File: src/rtl/operand_fetch.sv
// Operand fetch / issue stage: holds one decoded instruction, checks register locks,
// reads operands from the regfile and hands hazard-free instructions to execute.
package maverickOne_pkg;
  parameter int NUM_REGS = 32;
  parameter int XLEN     = 32;
endpackage

module operand_fetch #(
  parameter int NUM_REGS  = maverickOne_pkg::NUM_REGS,
  parameter int XLEN      = maverickOne_pkg::XLEN,
  parameter int PAYLOAD_W = 32,
  localparam int AW       = $clog2(NUM_REGS)
) (
  input  logic                 clk_i,
  input  logic                 rst_i,
  input  logic                 flush_i,
  input  logic                 id_valid_i,
  output logic                 id_ready_o,
  input  logic [AW-1:0]        id_rs1_addr_i,
  input  logic [AW-1:0]        id_rs2_addr_i,
  input  logic [AW-1:0]        id_rs3_addr_i,
  input  logic [AW-1:0]        id_rd_addr_i,
  input  logic [2:0]           id_uses_rs_i,
  input  logic                 id_writes_rd_i,
  input  logic [PAYLOAD_W-1:0] id_payload_i,
  output logic [AW-1:0]        rf_rs1_addr_o,
  output logic [AW-1:0]        rf_rs2_addr_o,
  output logic [AW-1:0]        rf_rs3_addr_o,
  input  logic [XLEN-1:0]      rf_rs1_data_i,
  input  logic [XLEN-1:0]      rf_rs2_data_i,
  input  logic [XLEN-1:0]      rf_rs3_data_i,
  input  logic [NUM_REGS-1:0]  rf_locks_i,
  output logic                 rf_lock_en_o,
  output logic [AW-1:0]        rf_lock_addr_o,
  output logic                 ex_valid_o,
  input  logic                 ex_ready_i,
  output logic [XLEN-1:0]      ex_rs1_data_o,
  output logic [XLEN-1:0]      ex_rs2_data_o,
  output logic [XLEN-1:0]      ex_rs3_data_o,
  output logic [AW-1:0]        ex_rd_addr_o,
  output logic                 ex_writes_rd_o,
  output logic [PAYLOAD_W-1:0] ex_payload_o,
  output logic [31:0]          stall_cnt_o
);

  logic                 h_valid;
  logic [AW-1:0]        h_rs [3];
  logic [AW-1:0]        h_rd;
  logic [2:0]           h_uses_rs;
  logic                 h_writes_rd;
  logic [PAYLOAD_W-1:0] h_payload;

  logic hazard;
  logic out_free;
  logic issue;
  logic accept;

  // x0 is hardwired, so it is excluded from both RAW and WAW checks
  always_comb begin
    hazard = 1'b0;
    for (int k = 0; k < 3; k++) begin
      if (h_uses_rs[k] && (h_rs[k] != '0) && rf_locks_i[h_rs[k]]) hazard = 1'b1;
    end
    if (h_writes_rd && (h_rd != '0) && rf_locks_i[h_rd]) hazard = 1'b1;
    hazard = hazard && h_valid;
  end

  assign out_free   = !ex_valid_o || ex_ready_i;
  assign issue      = h_valid && !hazard && out_free && !flush_i && !rst_i;
  assign id_ready_o = !rst_i && !flush_i && (!h_valid || issue);
  assign accept     = id_valid_i && id_ready_o;

  assign rf_rs1_addr_o  = h_valid ? h_rs[0] : '0;
  assign rf_rs2_addr_o  = h_valid ? h_rs[1] : '0;
  assign rf_rs3_addr_o  = h_valid ? h_rs[2] : '0;
  assign rf_lock_en_o   = issue && h_writes_rd && (h_rd != '0);
  assign rf_lock_addr_o = h_rd;

  always_ff @(posedge clk_i) begin
    if (rst_i) begin
      h_valid     <= 1'b0;
      h_rs[0]     <= '0;
      h_rs[1]     <= '0;
      h_rs[2]     <= '0;
      h_rd        <= '0;
      h_uses_rs   <= '0;
      h_writes_rd <= 1'b0;
      h_payload   <= '0;
    end else if (flush_i) begin
      h_valid <= 1'b0;
    end else if (accept) begin
      h_valid     <= 1'b1;
      h_rs[0]     <= id_rs1_addr_i;
      h_rs[1]     <= id_rs2_addr_i;
      h_rs[2]     <= id_rs3_addr_i;
      h_rd        <= id_rd_addr_i;
      h_uses_rs   <= id_uses_rs_i;
      h_writes_rd <= id_writes_rd_i;
      h_payload   <= id_payload_i;
    end else if (issue) begin
      h_valid <= 1'b0;
    end
  end

  // Output register only changes on issue, so it stays stable under backpressure
  always_ff @(posedge clk_i) begin
    if (rst_i) begin
      ex_valid_o     <= 1'b0;
      ex_rs1_data_o  <= '0;
      ex_rs2_data_o  <= '0;
      ex_rs3_data_o  <= '0;
      ex_rd_addr_o   <= '0;
      ex_writes_rd_o <= 1'b0;
      ex_payload_o   <= '0;
    end else if (flush_i) begin
      ex_valid_o <= 1'b0;
    end else if (issue) begin
      ex_valid_o     <= 1'b1;
      ex_rs1_data_o  <= rf_rs1_data_i;
      ex_rs2_data_o  <= rf_rs2_data_i;
      ex_rs3_data_o  <= rf_rs3_data_i;
      ex_rd_addr_o   <= h_rd;
      ex_writes_rd_o <= h_writes_rd;
      ex_payload_o   <= h_payload;
    end else if (ex_ready_i) begin
      ex_valid_o <= 1'b0;
    end
  end

  always_ff @(posedge clk_i) begin
    if (rst_i) begin
      stall_cnt_o <= '0;
    end else if (hazard && !flush_i && (stall_cnt_o != 32'hFFFF_FFFF)) begin
      stall_cnt_o <= stall_cnt_o + 32'd1;
    end
  end

endmodule

File: config.mk
export PLATFORM = sky130hd
export DESIGN_NAME = operand_fetch
export DESIGN_NICKNAME = d
export VERILOG_FILES = /design/src/rtl/operand_fetch.sv
export SDC_FILE = /design/constraint.sdc
export NUM_CORES = 1
export LEC_CHECK = 0
export CAP_MARGIN = 20
export CORE_MARGIN = 3
export CORE_UTILIZATION = 49
export DETAILED_ROUTE_END_ITERATION = 16
export GPL_TIMING_DRIVEN = 1
export PLACE_DENSITY = 0.89
export SKIP_CTS_REPAIR_TIMING = 1
export SYNTH_ARGS = -nofsm -noshare
export SYNTH_HDL_FRONTEND = slang
export SYNTH_SLANG_ARGS = --single-unit
File: constraint.sdc
create_clock -name clk_i -period 6.52 [get_ports clk_i]
set_clock_uncertainty 0.2 [all_clocks]
set_input_delay 1.304 -clock clk_i [delete_from_list [all_inputs] [get_ports clk_i]]
set_output_delay 1.304 -clock clk_i [all_outputs]
set_load 0.03 [all_outputs]
# Word level (Yosys, flattened, before mapping)
# Memories as Yosys holds them, arrays and structs flattened.
# Index checks and enable logic that the tools add are counted.
word_totals:
  register_bits: 209
  ramBits: 15
  output_inout_bits: 189
  mem_count: 1
  input_bits: 189
op_classes:
  n_bitwise: 4
  n_reduce_logical: 36
  n_addsub: 1
  muxes: 28
  order_cmp: 4
  n_eq_ne: 1
mem_list:
  columns: ["memory", "depth", "word_bits", "read_ports", "rd_clocked_by_memory_dff", "write_ports", "line_no", "source"]
  rows:
  - ["h_rs", 3, 5, 3, 0, 3, "47", "logic [AW-1:0] h_rs [3];"]
op_table:
  columns: ["cell", "n"]
  rows:
  - ["adder 32 x 1 -> 32 bit (second input constant)", 1]
  - ["inequality test 32 bit (second input constant)", 1]
  - ["2-to-1 mux 5 bit", 6]
  - ["< comparator 5 x 6 -> 1 bit (second input constant)", 4]
  - ["binary-select mux 1 bit (select 5 bit)", 4]
  - ["logical AND 1 bit", 20]
  - ["nonzero test 5 bit", 4]
  - ["2-to-1 mux 1 bit", 18]
  - ["logical NOT 1 bit", 5]
  - ["AND reduction 2 bit", 2]
  - ["nonzero test 2 bit", 2]
  - ["OR 1 bit", 3]
  - ["logical OR 1 bit", 2]
  - ["OR reduction 2 bit", 1]
  - ["NOT 1 bit", 1]

# Logic depth before layout (Yosys ltp)
# Gate-level depths: netlist (run 1).
depth:
  ltp_word: 21
  ltp_mapped: 12

# Worst setup path before layout (run 1)
# OpenSTA, ideal clock, no wires.
synth_timing:
  path_type: "input-to-output"
  start: "input rf_locks_i[3]"
  end: "output rf_lock_en_o"
  t_required_ps: 5016
  n_path_buf: 3
  t_arrival_ps: 3811
  slack_ps: 1205
  stages: 10
  cell_sequence: "mux4_2 > nor2b_1 > a2111oi_0 > or4_1 > nand3_1 > or4_4 > buf_6 > buf_12 > buf_8 > nor2_1"
synth_via:
  elab_chain_len: 15
synth_lines:
  columns: ["item", "line_no", "source"]
  rows:
  - ["start: declaration", "32", "input logic [NUM_REGS-1:0] rf_locks_i,"]
  - ["binary-select mux 1 bit (select 5 bit)", "62", "if (h_uses_rs[k] && (h_rs[k] != '0) && rf_locks_i[h_rs[k]]) hazard = 1'b1;"]
  - ["2-to-1 mux 1 bit (not written as such)", "62", null]
  - ["logical AND 1 bit", "62", null]
  - ["2-to-1 mux 1 bit (3 in series)", "62", null]
  - ["2-to-1 mux 1 bit (*)", "64", "if (h_writes_rd && (h_rd != '0) && rf_locks_i[h_rd]) hazard = 1'b1;"]
  - ["logical AND 1 bit (*)", "65", "hazard = hazard && h_valid;"]
  - ["logical NOT 1 bit (*)", "69", "assign issue = h_valid && !hazard && out_free && !flush_i && !rst_i;"]
  - ["logical AND 1 bit (*) (4 in series)", "69", null]
  - ["logical AND 1 bit (*) (2 in series)", "76", "assign rf_lock_en_o = issue && h_writes_rd && (h_rd != '0);"]
  - ["end: declaration", "33", "output logic rf_lock_en_o,"]
# Every way passes the cells marked *; elsewhere a longest branch is shown, timed or not. The select of a mux whose other input is x is not followed.

# Worst setup path in the final report (run 1)
layout_timing:
  start: "input rf_locks_i[0]"
  end: "output id_ready_o"
layout_via:
  elab_chain_len: 15
layout_lines:
  columns: ["item", "line_no", "source"]
  rows:
  - ["binary-select mux 1 bit (select 5 bit)", "62", null]
  - ["2-to-1 mux 1 bit (not written as such)", "62", null]
  - ["logical AND 1 bit", "62", null]
  - ["2-to-1 mux 1 bit (3 in series)", "62", null]
  - ["2-to-1 mux 1 bit (*)", "64", null]
  - ["logical AND 1 bit (*)", "65", null]
  - ["logical NOT 1 bit (*)", "69", null]
  - ["logical AND 1 bit (*) (4 in series)", "69", null]
  - ["logical OR 1 bit (*)", "70", "assign id_ready_o = !rst_i && !flush_i && (!h_valid || issue);"]
  - ["logical AND 1 bit (*)", "70", null]
  - ["end: declaration", "18", "output logic id_ready_o,"]
# Marks and branches as above.

==> summary.md, run 1 <==
| Metric | Value |
|---|---|
| Reg power frac | `0.449` |
| Category of the critical setup timing path | `in -> out` |
| Synth-to-layout area growth | `42.8%` |
| Antenna violations before repair | `12` |
| Share of the clock period used by the worst path | `0.862` |
| Number of top-level pins | `between 300 and 400` |
| Clock buffer depth | `3` |
| Post-layout net count | `around 1500` |
| Maximum ir drop on the vdd rail | `about 180 uV` |
| Nature of the critical path endpoint | `primary output` |
| Portion of total power attributed to combinational logic | `0.114` |
| Net count after synthesis | `1152` |
| Gpl congestion | `about 0.92` |
| Proportion of power drawn by the clock network | `0.437` |
| Ratio of total power to cell area | `roughly 210 nW/um^2` |
| Critical-path maximum fanout | `4` |
| Total CTS buffers | `25` |
| Count of TritonRoute iterations in the first routing pass | `5` |
| Number of rows created at floorplan | `53` |
| Final setup TNS | `0 ps` |
| Synth top area share | `0.387` |
| Area inside the core boundary | `between 20000 and 25000 um^2` |
| Global routing usage summed across all routing layers | `0.265` |
| Die W | `155 um` |
| Switching power of the nets | `0.000749 W` |
| Endpoint, Worst Hold | `ex_payload_o[13]` |
| Clk slew on worst S/H paths | `approximately 60 ps` |
| Hold Violations, Final | `0` |
| Number of flip-flops and latches in the synthesized netlist | `between 200 and 250` |
| Launch point of the worst reg-to-reg path | `h_rs[0][5]` |
| Worst Max-Slew Pin Slew | `approximately 1000 ps` |
| Highest clock rate | `between 150 and 200 MHz` |
| Average wire length per cell after detail routing | `between 20 and 25 um` |
| ANT nets after route | `0` |
| Final HPWL DP | `about 24000 um` |
| Height of the die | `between 150 and 200 um` |
| Net Sw Frac | `0.230` |
| Share of flip-flops with an asynchronous set or reset after synthesis | `0` |
| Number of instances on the worst hold path | `2` |
| Count of mapped cells out of synthesis | `between 900 and 1000` |
| Wire length of the first global-routing pass | `50900 um` |
| Synthesized area per cell | `about 11 um^2` |
| Clock root buffer master | `sky130_fd_sc_hd__clkbuf_16` |
| Final Max Slew Viols | `0` |
| Leakage power | `between 6 and 7 nW` |
| Internal power | `0.00250 W` |
| Count of flip-flops with a built-in enable after synthesis | `15` |
| Worst reg2reg path endpoint | `h_rs[0][3]` |
| # H-tree levels | `1` |
| Worst Hold Launch | `ex_payload_o[13]` |
| TritonCTS clock tree | `yes` |
| Nature of the critical path startpoint | `primary input` |
| Total congestion overflow after global routing | `0` |
| Unique masters post-synth | `55` |
| Library cell occupying the most area in the post-synthesis netlist | `sky130_fd_sc_hd__dfxtp_1` |
| Count of buffers from port buffering | `377` |
| Worst Path Arrival | `4120 ps` |
| Setup slack of the most critical reg-to-reg path | `approximately 2300 ps` |
| Leading post-synthesis cells by cell area | `sky130_fd_sc_hd__dfxtp_1 39%, sky130_fd_sc_hd__mux2_2 12%, sky130_fd_sc_hd__nor2b_1 10%` |
| DR iter-0 viols | `664` |
| Worst rel slew slack | `0.326` |
| Required time of the critical path | `5020 ps` |
| Clock insertion delay at the later pin of the skew report | `520 ps` |
| Fraction of final layout cells with drive strength greater than 1 | `0.202` |
| Vias in the first global route | `8988` |
| Unrepaired setup endpoints after global routing | `false` |
| Sequential share of the synthesized area | `0.428` |
| Class of the worst hold path | `reg -> reg` |
| Number of synthesis warnings | `0` |
| Post-layout min period | `5620 ps` |
| Clock sink count | `approximately 220` |
| Starting density of the core | `0.507` |
| Cell Area, Synth | `approximately 11000 um^2` |
| Routed wire length | `about 33000 um` |
| Primary FF master, synth | `sky130_fd_sc_hd__dfxtp_1` |
| Post-route DRC violation count | `0` |
| Run status | `complete, no violations` |
| Final count of negative-setup-slack endpoints | `0` |
| Largest net degree at the start of global routing | `133` |
| DIE AREA | `23900 um^2` |
| Via count | `slightly below 9000` |
| Via-to-Cell Ratio | `~5.5` |
| Max-capacitance violation count | `0` |
| Hold Slack | `around 260 ps` |
| Cells on worst reg2reg path | `8` |
[metrics by stage]
stage	power [W]	instances	cell area, um^2	util	worst slack, ps
after detailed placement	0.00186	1550	14600	0.682	981
after CTS	0.00328	1595	15400	0.722	957
after floorplan	0.00166	962	10800	-	1200
final	0.00325	1606	15400	0.724	900
after global routing	0.00336	1606	15400	0.724	752
after global placement	0.00185	1549	14600	0.682	968
[kinds of logic after synthesis]
logic type,after synthesis,share of synthesized area
AND/OR/NAND/NOR,360,0.197
AO/OA/AOI/OAI,66,0.0450
adder cells (fa/ha/maj),1,0.00116
buffers and inverters,84,0.0452
flip-flops,224,0.428
multiplexers,227,0.283
[placed cells by master, fill, tap and decap left out, types with 9 or more instances in the layout]
cell type                           n
sky130_fd_sc_hd__a21oi_1           12
sky130_fd_sc_hd__nand2_1           36
sky130_fd_sc_hd__diode_2           11
sky130_fd_sc_hd__inv_1             12
sky130_fd_sc_hd__clkdlybuf4s50_1  375
sky130_fd_sc_hd__nor4_1            11
sky130_fd_sc_hd__edfxtp_1          15
sky130_fd_sc_hd__and3_1            18
sky130_fd_sc_hd__clkbuf_16         26
sky130_fd_sc_hd__nor2_1            21
sky130_fd_sc_hd__and2_1            22
sky130_fd_sc_hd__mux2_4            65
sky130_fd_sc_hd__nand4_1           13
sky130_fd_sc_hd__mux4_2            26
sky130_fd_sc_hd__o21ai_0           11
sky130_fd_sc_hd__nor2b_1          178
sky130_fd_sc_hd__mux2_2           112
sky130_fd_sc_hd__dfxtp_1          209
sky130_fd_sc_hd__mux2i_1           23
sky130_fd_sc_hd__nand3_1           10
sky130_fd_sc_hd__or4_1              9
[registers in the layout, indices dropped and copies added (netlist names), 3 cells and up]
signal	cells
ex_rs2_data_o	32
h_payload	32
ex_rd_addr_o	5
ex_payload_o	32
ex_rs1_data_o	32
ex_rs3_data_o	32
h_uses_rs	3
h_rs	15
rf_lock_addr_o	5
stall_cnt_o	32
[per-layer routing]
metal | global-route usage | routed length (um) | vias up
met5 | 0 | 12 | -
met3 | 0.0904 | 3340 | 83
met2 | 0.454 | 16200 | 440
met1 | 0.304 | 12500 | 4243
met4 | 0.109 | 1380 | 2
li1 | - | - | 4120
[cell usage after synthesis (all sizes together), types with 12 or more instances]
master  instances
a21oi          12
and2           22
and3           18
buf            25
clkbuf         46
dfxtp         209
edfxtp         15
inv            12
mux2          178
mux2i          23
mux4           26
nand2          37
nand4          13
nor2           21
nor2b         178
[final cells by class]
class | instances | area, um^2
fill | 1365 | 5900
multi-input combinational | 654 | 5700
sequential | 224 | 4630
timing repair buffer | 384 | 3850
clock buffer | 38 | 776
tap | 275 | 344
clock inverter | 7 | 73.8
inverter | 13 | 48.8
antenna | 11 | 27.5
[power groups by stage]
stage	Clock [W]	Combinational, W	Sequential, W
final	0.00142	0.000372	0.00146
after CTS	0.00145	0.000371	0.00146
after detailed placement	0	0.000369	0.00149
after global placement	0	0.000361	0.00149
after floorplan	0	0.000163	0.00150
after global routing	0.00150	0.000393	0.00146
[worst max-delay path by stage]
stage	end	start	cells past startpoint	slack [ps]
after floorplan	rf_lock_en_o	rf_locks_i[3]	10	1200
after global placement	id_ready_o	rf_locks_i[7]	8	970
after detailed placement	id_ready_o	rf_locks_i[7]	8	980
after CTS	id_ready_o	rf_locks_i[7]	8	960
after global routing	id_ready_o	rf_locks_i[0]	8	750
final	id_ready_o	rf_locks_i[0]	8	900
[worst max-delay path, stage by stage]
cell and delay [ps]:
sky130_fd_sc_hd__clkdlybuf4s50_1 470, sky130_fd_sc_hd__mux4_2 460, sky130_fd_sc_hd__nor2b_1 130, sky130_fd_sc_hd__a2111oi_0 390, sky130_fd_sc_hd__or4_1 230, sky130_fd_sc_hd__a41o_1 250, sky130_fd_sc_hd__and2_1 160, sky130_fd_sc_hd__clkdlybuf4s50_1 720
Power figures use the tool's default switching activity.
==> run 2, diff against run 1 <==
- CAP_MARGIN: 20 -> default
==> run 2 against run 1 <==
Against the previous run:
- cell count decreased by 0.19%
- die area unchanged
- sequential share of layout area increased by 0.083 points
- count of clock-buffer cells in the layout decreased by 4
- combinational power about the same
- via count about the same
- global-route usage decreased by 0.40 points
- critical path depth unchanged
- register-to-register slack improved by 50 ps
- clock power about the same
- critical endpoint unchanged
- largest cell class unchanged
==> summary.md, run 2 (synthesized netlist as in run 1, its figures left out) <==
| Metric | Value |
|---|---|
| Run status | `complete, no violations` |
| ANT nets after route | `0` |
| Hold Violations, Final | `0` |
| Clk slew on worst S/H paths | `around 60 ps` |
| Max stage delay cell, worst path | `sky130_fd_sc_hd__clkdlybuf4s50_1` |
| Required time of the critical path | `about 5000 ps` |
| Cells on worst reg2reg path | `8` |
| Clock buffer depth | `3` |
| Via-to-Cell Ratio | `5.54` |
| Most common cell after layout, fill and taps aside | `sky130_fd_sc_hd__clkdlybuf4s50_1` |
| Switching power of the nets | `0.000746 W` |
| Routed wire length | `around 33000 um` |
| Starting density of the core | `0.507` |
| Unrepaired setup endpoints after global routing | `false` |
| Startpoint of the most critical setup path | `rf_locks_i[3]` |
| Global routing usage summed across all routing layers | `0.261` |
| Synth-to-layout area growth | `42.4%` |
| Gpl congestion | `slightly above 0.9` |
| Setup slack of the most critical reg-to-reg path | `around 2400 ps` |
| Launch point of the worst reg-to-reg path | `h_rs[0][5]` |
| # H-tree levels | `1` |
| Portion of total power attributed to combinational logic | `0.115` |
| Hold Slack | `about 260 ps` |
| Worst reg2reg path endpoint | `h_rs[0][9]` |
| Number of instances on the worst hold path | `2` |
| Number of rows created at floorplan | `53` |
| Critical-path maximum fanout | `4` |
| Final HPWL DP | `around 23000 um` |
| Critical path's most frequent cell | `sky130_fd_sc_hd__clkdlybuf4s50_1` |
| Post-route DRC violation count | `0` |
| Total CTS buffers | `25` |
| Reg power frac | `0.451` |
| Final Max Slew Viols | `0` |
| Height of the die | `around 150 um` |
| Count of buffers from port buffering | `between 300 and 400` |
| Largest net degree at the start of global routing | `between 100 and 150` |
| Net Sw Frac | `0.230` |
| Maximum ir drop on the vdd rail | `~180 uV` |
| Count of TritonRoute iterations in the first routing pass | `5` |
| Category of the critical setup timing path | `in -> out` |
| Ratio of total power to cell area | `~210 nW/um^2` |
| Final count of negative-setup-slack endpoints | `0` |
| Highest-count cells in the layout ignoring fill and taps | `375 x sky130_fd_sc_hd__clkdlybuf4s50_1, 209 x sky130_fd_sc_hd__dfxtp_1, 178 x sky130_fd_sc_hd__nor2b_1` |
| Endpoint, Worst Hold | `ex_payload_o[13]` |
| Worst Slack Setup Final | `940 ps` |
| Clock root buffer master | `sky130_fd_sc_hd__clkbuf_16` |
| Share of the clock period used by the worst path | `0.856` |
| Critical-path cell list | `clkdlybuf4s50_1 > mux4_2 > nor2b_1 > a2111oi_0 > or4_1 > a41o_1 > and2_1 > clkdlybuf4s50_1` |
| Max-capacitance violation count | `0` |
| Proportion of power drawn by the clock network | `0.435` |
| Wire length of the first global-routing pass | `slightly above 50000 um` |
| Internal power | `about 0.0025 W` |
| Post-layout net count | `about 1500` |
| Die W | `about 150 um` |
| Total congestion overflow after global routing | `0` |
| Worst rel slew slack | `0.347` |
| Nature of the critical path startpoint | `primary input` |
| DIE AREA | `23900 um^2` |
| Vias in the first global route | `8976` |
| Class of the worst hold path | `reg -> reg` |
| Highest clock rate | `between 150 and 200 MHz` |
| Number of top-level pins | `roughly 380` |
| Clock sink count | `roughly 220` |
| Final setup TNS | `0 ps` |
| Average wire length per cell after detail routing | `just over 20 um` |
| Area inside the core boundary | `around 21000 um^2` |
| Clock insertion delay at the later pin of the skew report | `slightly above 500 ps` |
| Worst setup timing slack at the placement stage | `982 ps` |
| Fraction of final layout cells with drive strength greater than 1 | `0.199` |
| Worst Hold Launch | `ex_payload_o[13]` |
| Via count | `between 8000 and 9000` |
| Post-layout min period | `5580 ps` |
| Worst Path Arrival | `around 4100 ps` |
| Worst Max-Slew Pin Slew | `979 ps` |
| Core utilization of the finished layout | `0.722` |
| Leakage power | `slightly above 6 nW` |
| DR iter-0 viols | `around 520` |
| Peak per-stage delay on the critical path | `720 ps` |
| Antenna violations before repair | `11` |
| Nature of the critical path endpoint | `primary output` |
| TritonCTS clock tree | `yes` |
==> run 2: final cells by class <==
type                       instances  area (um^2)
timing repair buffer             383         3840
tap                              275          344
fill                            1404         5950
clock buffer                      34          679
antenna                           10         25.0
clock inverter                    10          133
multi-input combinational        654         5700
sequential                       224         4630
inverter                          13         48.8
==> run 2: per-stage QoR <==
| step | cell area [um^2] | instances | total power [W] |
|---|---|---|---|
| after CTS | 15400 | 1593 | 0.00325 |
| after global routing | 15400 | 1603 | 0.00333 |
| after floorplan | 10800 | 962 | 0.00166 |
| final | 15400 | 1603 | 0.00323 |
| after detailed placement | 14600 | 1549 | 0.00186 |
| after global placement | 14600 | 1549 | 0.00185 |
==> run 2: how the worst max path moves through the flow <==
stage / slack [ps] / cells past startpoint / end
after floorplan: 1200 / 10 / rf_lock_en_o
after global placement: 970 / 8 / id_ready_o
after detailed placement: 980 / 8 / id_ready_o
after CTS: 970 / 8 / id_ready_o
after global routing: 770 / 8 / id_ready_o
final: 940 / 8 / id_ready_o
==> run 2: critical path: cells and delay by family <==
kind | cells | cell delay [ps]
buffers and inverters | 2 | 1180
AOI/OAI and AO/OA | 2 | 600
and+or+nand+nor | 3 | 510
muxes | 1 | 470
==> run 2: power by group through the flow <==
stage,logic (W),registers (W),clock network (W)
6_report,0.000371,0.00146,0.00141
3_3_place_gp,0.000361,0.00149,0
3_5_place_dp,0.000368,0.00149,0
5_1_grt,0.000393,0.00146,0.00148
4_1_cts,0.000371,0.00146,0.00142
2_1_floorplan,0.000163,0.00150,0
==> run 2: routing by layer <==
| metal | routed length, um | up-vias | global-route usage |
|---|---|---|---|
| met5 | 12 | - | 0 |
| met4 | 1330 | 2 | 0.110 |
| met3 | 3280 | 68 | 0.0918 |
| met2 | 15800 | 420 | 0.442 |
| met1 | 12600 | 4279 | 0.301 |
| li1 | - | 4113 | - |
==> variant 1 (flow settings as in run 1) <==
`PAYLOAD_W`: 32 -> 28.
--- a/src/rtl/operand_fetch.sv
+++ b/src/rtl/operand_fetch.sv
@@ -8,7 +8,7 @@
 module operand_fetch #(
   parameter int NUM_REGS  = maverickOne_pkg::NUM_REGS,
   parameter int XLEN      = maverickOne_pkg::XLEN,
-  parameter int PAYLOAD_W = 32,
+  parameter int PAYLOAD_W = 28,
   localparam int AW       = $clog2(NUM_REGS)
 ) (
   input  logic                 clk_i,
Interface: changed (resized ex_payload_o and id_payload_i); port bits go from 378 to 370. No check against the original RTL was run, so the function may have changed too.
==> variant 1 against run 1 <==
Via count fell by 0.45%. Sequential power down 4%. Synthesized area down 2.1%. Cell area fell by 2.8%. Worst setup slack lost 0.047 ns. Clock power decreased by 3%. Synthesized cell count increased by 0.42%. Critical path depth did not move. Critical endpoint unchanged. Core utilization decreased by 1.3 points. Total power down 2.3%. Routed wire length down 2.2%. Sequential cell count decreased by 8. Largest power group unchanged.
==> variant 1: results (changes against run 1) <==
outcome finished clean (unchanged); portion of the layout cell area used by clock cells 5.355% (was 5.499%); buffering overhead 24.98% (was 24.92%); fraction of area in multi-input gates 36.59% (was 36.86%); Fill cells 1436 (was 1365); Synth cell types 61 (was 55); Final Wtd Congestion 0.9325 (was 0.9226); Non-Filler Cell Area, Final 15020 µm² (was 15450 µm²); DR vias/cell 5.596 (was 5.534); Worst IR Drop VDD 0.2070 mV (was 0.1815 mV); initial antenna violation count 2 (was 12); reg-to-reg slack, setup 2.01 ns (was 2.30 ns); Placed Area 14210 µm² (was 14570 µm²); Hold Path Origin h_payload[3]$_SDFFE_PP0P_ (was ex_payload_o[13]$_SDFFE_PP0P_); Critical R2R Capture h_rs[0][2]$_SDFFCE_PN0P_ (was h_rs[0][3]$_SDFFCE_PN0P_); reg-to-reg startpoint h_rs[0][0]$_SDFFCE_PN0P_ (was h_rs[0][5]$_SDFFCE_PN0P_); Non-Filler Instances 1581 (was 1606); first-pass GRT wire length 51340 µm (was 50920 µm); number of global-route vias before repair 9106 (was 8988); Antenna Diode Count 2 (was 11); register area 4474 µm² (was 4634 µm²); dpl cells 1535 (was 1550); First DRT Iteration DRCs 474 (was 664); Seq/Total Area, Yosys 42.26% (was 42.85%); clock buffers 31 (was 38); DIE WIDTH 153.0 µm (was 154.6 µm); smallest hold slack 0.2576 ns (was 0.2630 ns); Post-synth top cells 201 x dfxtp_1, 101 x nor2b_1, 74 x mux2_4, 60 x nand2_1, 46 x nand3_1 (was 209 x dfxtp_1, 178 x nor2b_1, 112 x mux2_2, 65 x mux2_4, 46 x clkbuf_1); First-pass DRT Iterations 4 (was 5); Worst Hold Path EP ex_payload_o[3]$_SDFFE_PP0P_ (was ex_payload_o[13]$_SDFFE_PP0P_); synth top area cells dfxtp_1 38%, mux2_4 10%, nor2b_1 6.0% (was dfxtp_1 39%, mux2_2 12%, nor2b_1 10%); HPWL Detailed 23250 µm (was 23540 µm); Signal buffers 375 (was 384); Post-Synthesis Cells 966 (was 962)
-- variant 1: worst max path at each step --
stage | cells after the start | start | slack, ns | to
after floorplan | 8 | rf_locks_i[19] | 1.51 | id_ready_o
after global placement | 8 | rf_locks_i[19] | 0.88 | id_ready_o
after detailed placement | 8 | rf_locks_i[18] | 0.90 | id_ready_o
after CTS | 8 | rf_locks_i[18] | 0.89 | id_ready_o
after global routing | 8 | rf_locks_i[20] | 0.72 | id_ready_o
final | 8 | rf_locks_i[18] | 0.85 | id_ready_o
-- variant 1: critical path, cell delays in order --
cell	delay, ns
clkdlybuf4s50_1	0.46
mux4_2	0.48
mux2i_1	0.28
o221ai_1	0.19
a32oi_2	0.27
a41o_2	0.23
nor3b_1	0.17
clkdlybuf4s50_1	0.76
-- variant 1: per-layer routing --
layer / wire length [µm] / global-route usage, % / vias up
li1: - / - / 4108
met1: 12780 / 32.76 / 4310
met2: 16200 / 45.54 / 344
met3: 2195 / 6.172 / 86
met4: 1551 / 11.67 / 0
met5: 0 / 0 / -
-- variant 1: power breakdown --
part / switching (mW) / internal [mW] / total [mW] / leakage, nW
Sequential: 0.0344 / 1.37 / 1.40 / 1.79
Clock: 0.566 / 0.811 / 1.38 / 0.395
Combinational: 0.179 / 0.219 / 0.397 / 3.73
-- variant 1: logic make-up (layout without fill, tap and decap cells) --
| logic type | Yosys count | in the layout | share of synthesized area (%) |
|---|---|---|---|
| AND/OR/NAND/NOR | 337 | 337 | 17.93 |
| flip-flops | 216 | 216 | 42.26 |
| other | 0 | 2 | 0 |
| AO/OA/AOI/OAI | 110 | 110 | 9.206 |
| buffers and inverters | 120 | 458 | 5.956 |
| adder cells (fa/ha/maj) | 1 | 1 | 0.1182 |
| multiplexers | 182 | 182 | 24.53 |
==> variant 2 (config.mk and constraints of run 1) <==
Made on the original files. Register the output `stall_cnt_o` once more, cleared by the reset; this adds one clock of latency there. The other outputs are not delayed to match.
--- a/src/rtl/operand_fetch.sv
+++ b/src/rtl/operand_fetch.sv
@@ -42,6 +42,8 @@
   output logic [PAYLOAD_W-1:0] ex_payload_o,
   output logic [31:0]          stall_cnt_o
 );
+
+  logic [31:0] stall_cnt_s0;
 
   logic                 h_valid;
   logic [AW-1:0]        h_rs [3];
@@ -129,9 +131,17 @@
 
   always_ff @(posedge clk_i) begin
     if (rst_i) begin
+      stall_cnt_s0 <= '0;
+    end else if (hazard && !flush_i && (stall_cnt_s0 != 32'hFFFF_FFFF)) begin
+      stall_cnt_s0 <= stall_cnt_s0 + 32'd1;
+    end
+  end
+
+  always_ff @(posedge clk_i) begin
+    if (rst_i) begin
       stall_cnt_o <= '0;
-    end else if (hazard && !flush_i && (stall_cnt_o != 32'hFFFF_FFFF)) begin
-      stall_cnt_o <= stall_cnt_o + 32'd1;
+    end else begin
+      stall_cnt_o <= stall_cnt_s0;
     end
   end
 
Behaviour: not the same (Yosys sat finds a counterexample within 4 cycles, from zero or initial values and one cycle with rst_i high).
==> variant 2 against run 1 <==
Worst setup slack got worse by 0.44 ns. Routed wire length rose by 3.3%. Total power rose by 7.3%. Core utilization rose by 1.3 points. Sequential cell count rose by 32. Count of clock-buffer cells in the layout fell by 2. Cell area fell by 1.7%. Highest routed layer unchanged. Synthesized cell count rose by 22%. Combinational power fell by 13%. Synthesized area fell by 3.2%. Largest cell class is now sequential cells.
==> variant 2: results (changes against run 1) <==
Placed Area 14230 µm² (was 14570 µm²); worst setup path startpoint rf_locks_i[3] (was rf_locks_i[0]); area taken by multi-input logic gates 4766 µm² (was 5695 µm²); first-pass GRT wire length 53120 µm (was 50920 µm); HPWL Detailed 23880 µm (was 23540 µm); share of cells above drive strength 1 7.303% (was 20.23%); Int Power 2.709 mW (was 2.503 mW); Vias 9905 (was 8888); Post-synth top cells 289 x nand2_1, 241 x dfxtp_1, 138 x a21oi_1, 57 x nand3_1, 57 x o21ai_0 (was 209 x dfxtp_1, 178 x nor2b_1, 112 x mux2_2, 65 x mux2_4, 46 x clkbuf_1); multiplexer area fraction after synthesis 10.05% (was 28.33%); Synth cell types 47 (was 55); DR WL/cell 19.20 µm (was 20.84 µm); invs w/o clock 4 (was 13); post-synth net total 1364 (was 1152); buffering overhead 25.58% (was 24.92%); largest net degree at the start of global routing 117 (was 133); Seq/Total Area, Yosys 50.39% (was 42.85%); number of global-route vias before repair 9544 (was 8988); reg-to-reg slack, setup 2.55 ns (was 2.30 ns); Adder-Cell Fraction of Synth Area 0.1195% (was 0.1157%); outcome finished clean (unchanged); portion of the layout cell area used by clock cells 5.830% (was 5.499%); Worst Path Arrival 4.55 ns (was 4.12 ns); Syn Area/Cell 8.917 µm² (was 11.24 µm²); Final nets 1691 (was 1492); First DRT Iteration DRCs 662 (was 664); Worst-Margin Slew 1.131 ns (was 1.010 ns); clock sinks 256 (was 224); CP max FO 24 (was 4); clock buffers 36 (was 38); Inserted Clock Buffers 27 (was 25); compound-cell area share of the yosys netlist 10.46% (was 4.500%)
variant 2: changes by cell type after synthesis, sizes merged, moves of 32 or more:
cell | before | now
a21oi | 12 | 138
dfxtp | 209 | 241
mux2 | 178 | 21
nand2 | 37 | 290
nand2b | 5 | 44
nand3 | 10 | 57
nor2b | 178 | 33
o21ai | 11 | 58
variant 2: worst max-delay path: stages:
cell and delay [ns]:
clkdlybuf4s50_1 0.49, mux4_2 0.50, mux2i_1 0.17, nor2_1 0.06, o311ai_1 0.42, nand4_4 0.29, or2_4 0.44, nor2_1 0.12
clkdlybuf4s50_1 0.73
variant 2: layer usage:
metal	track usage (%)	wire, µm	up-vias
met4	14.43	1811	2
li1	-	-	4677
met3	5.964	2323	108
met1	31.95	12780	4702
met5	0	13	-
met2	50.04	17640	416
variant 2: through the flow:
stage               power, mW  utilization, %  instances  setup WS, ns  hold slack (ns)
floorplan               1.815               -       1174         1.461           0.2324
CTS                     3.512           73.31       1788        0.4501           0.2522
global route            3.599           73.67       1801        0.3398           0.2615
global placement        1.990           69.01       1740        0.4847           0.2370
finish                  3.489           73.67       1801        0.4647           0.2493
detailed placement      1.995           69.01       1740        0.4527           0.2439
variant 2: path summary, 6_finish.rpt:
kind / to
worst max-delay path: rf_lock_en_o
worst min-delay path: ex_payload_o[29]$_SDFFE_PP0P_
worst max register to register: ex_rs2_data_o[20]$_SDFFE_PP0P_
worst min register to register: ex_payload_o[29]$_SDFFE_PP0P_
variant 2: power by group through the flow:
stage	sequential [mW]	combinational, mW	clock, mW
after floorplan	1.68	0.138	0
after global placement	1.68	0.313	0
after detailed placement	1.68	0.316	0
after CTS	1.64	0.320	1.55
after global routing	1.65	0.343	1.61
final	1.64	0.322	1.52
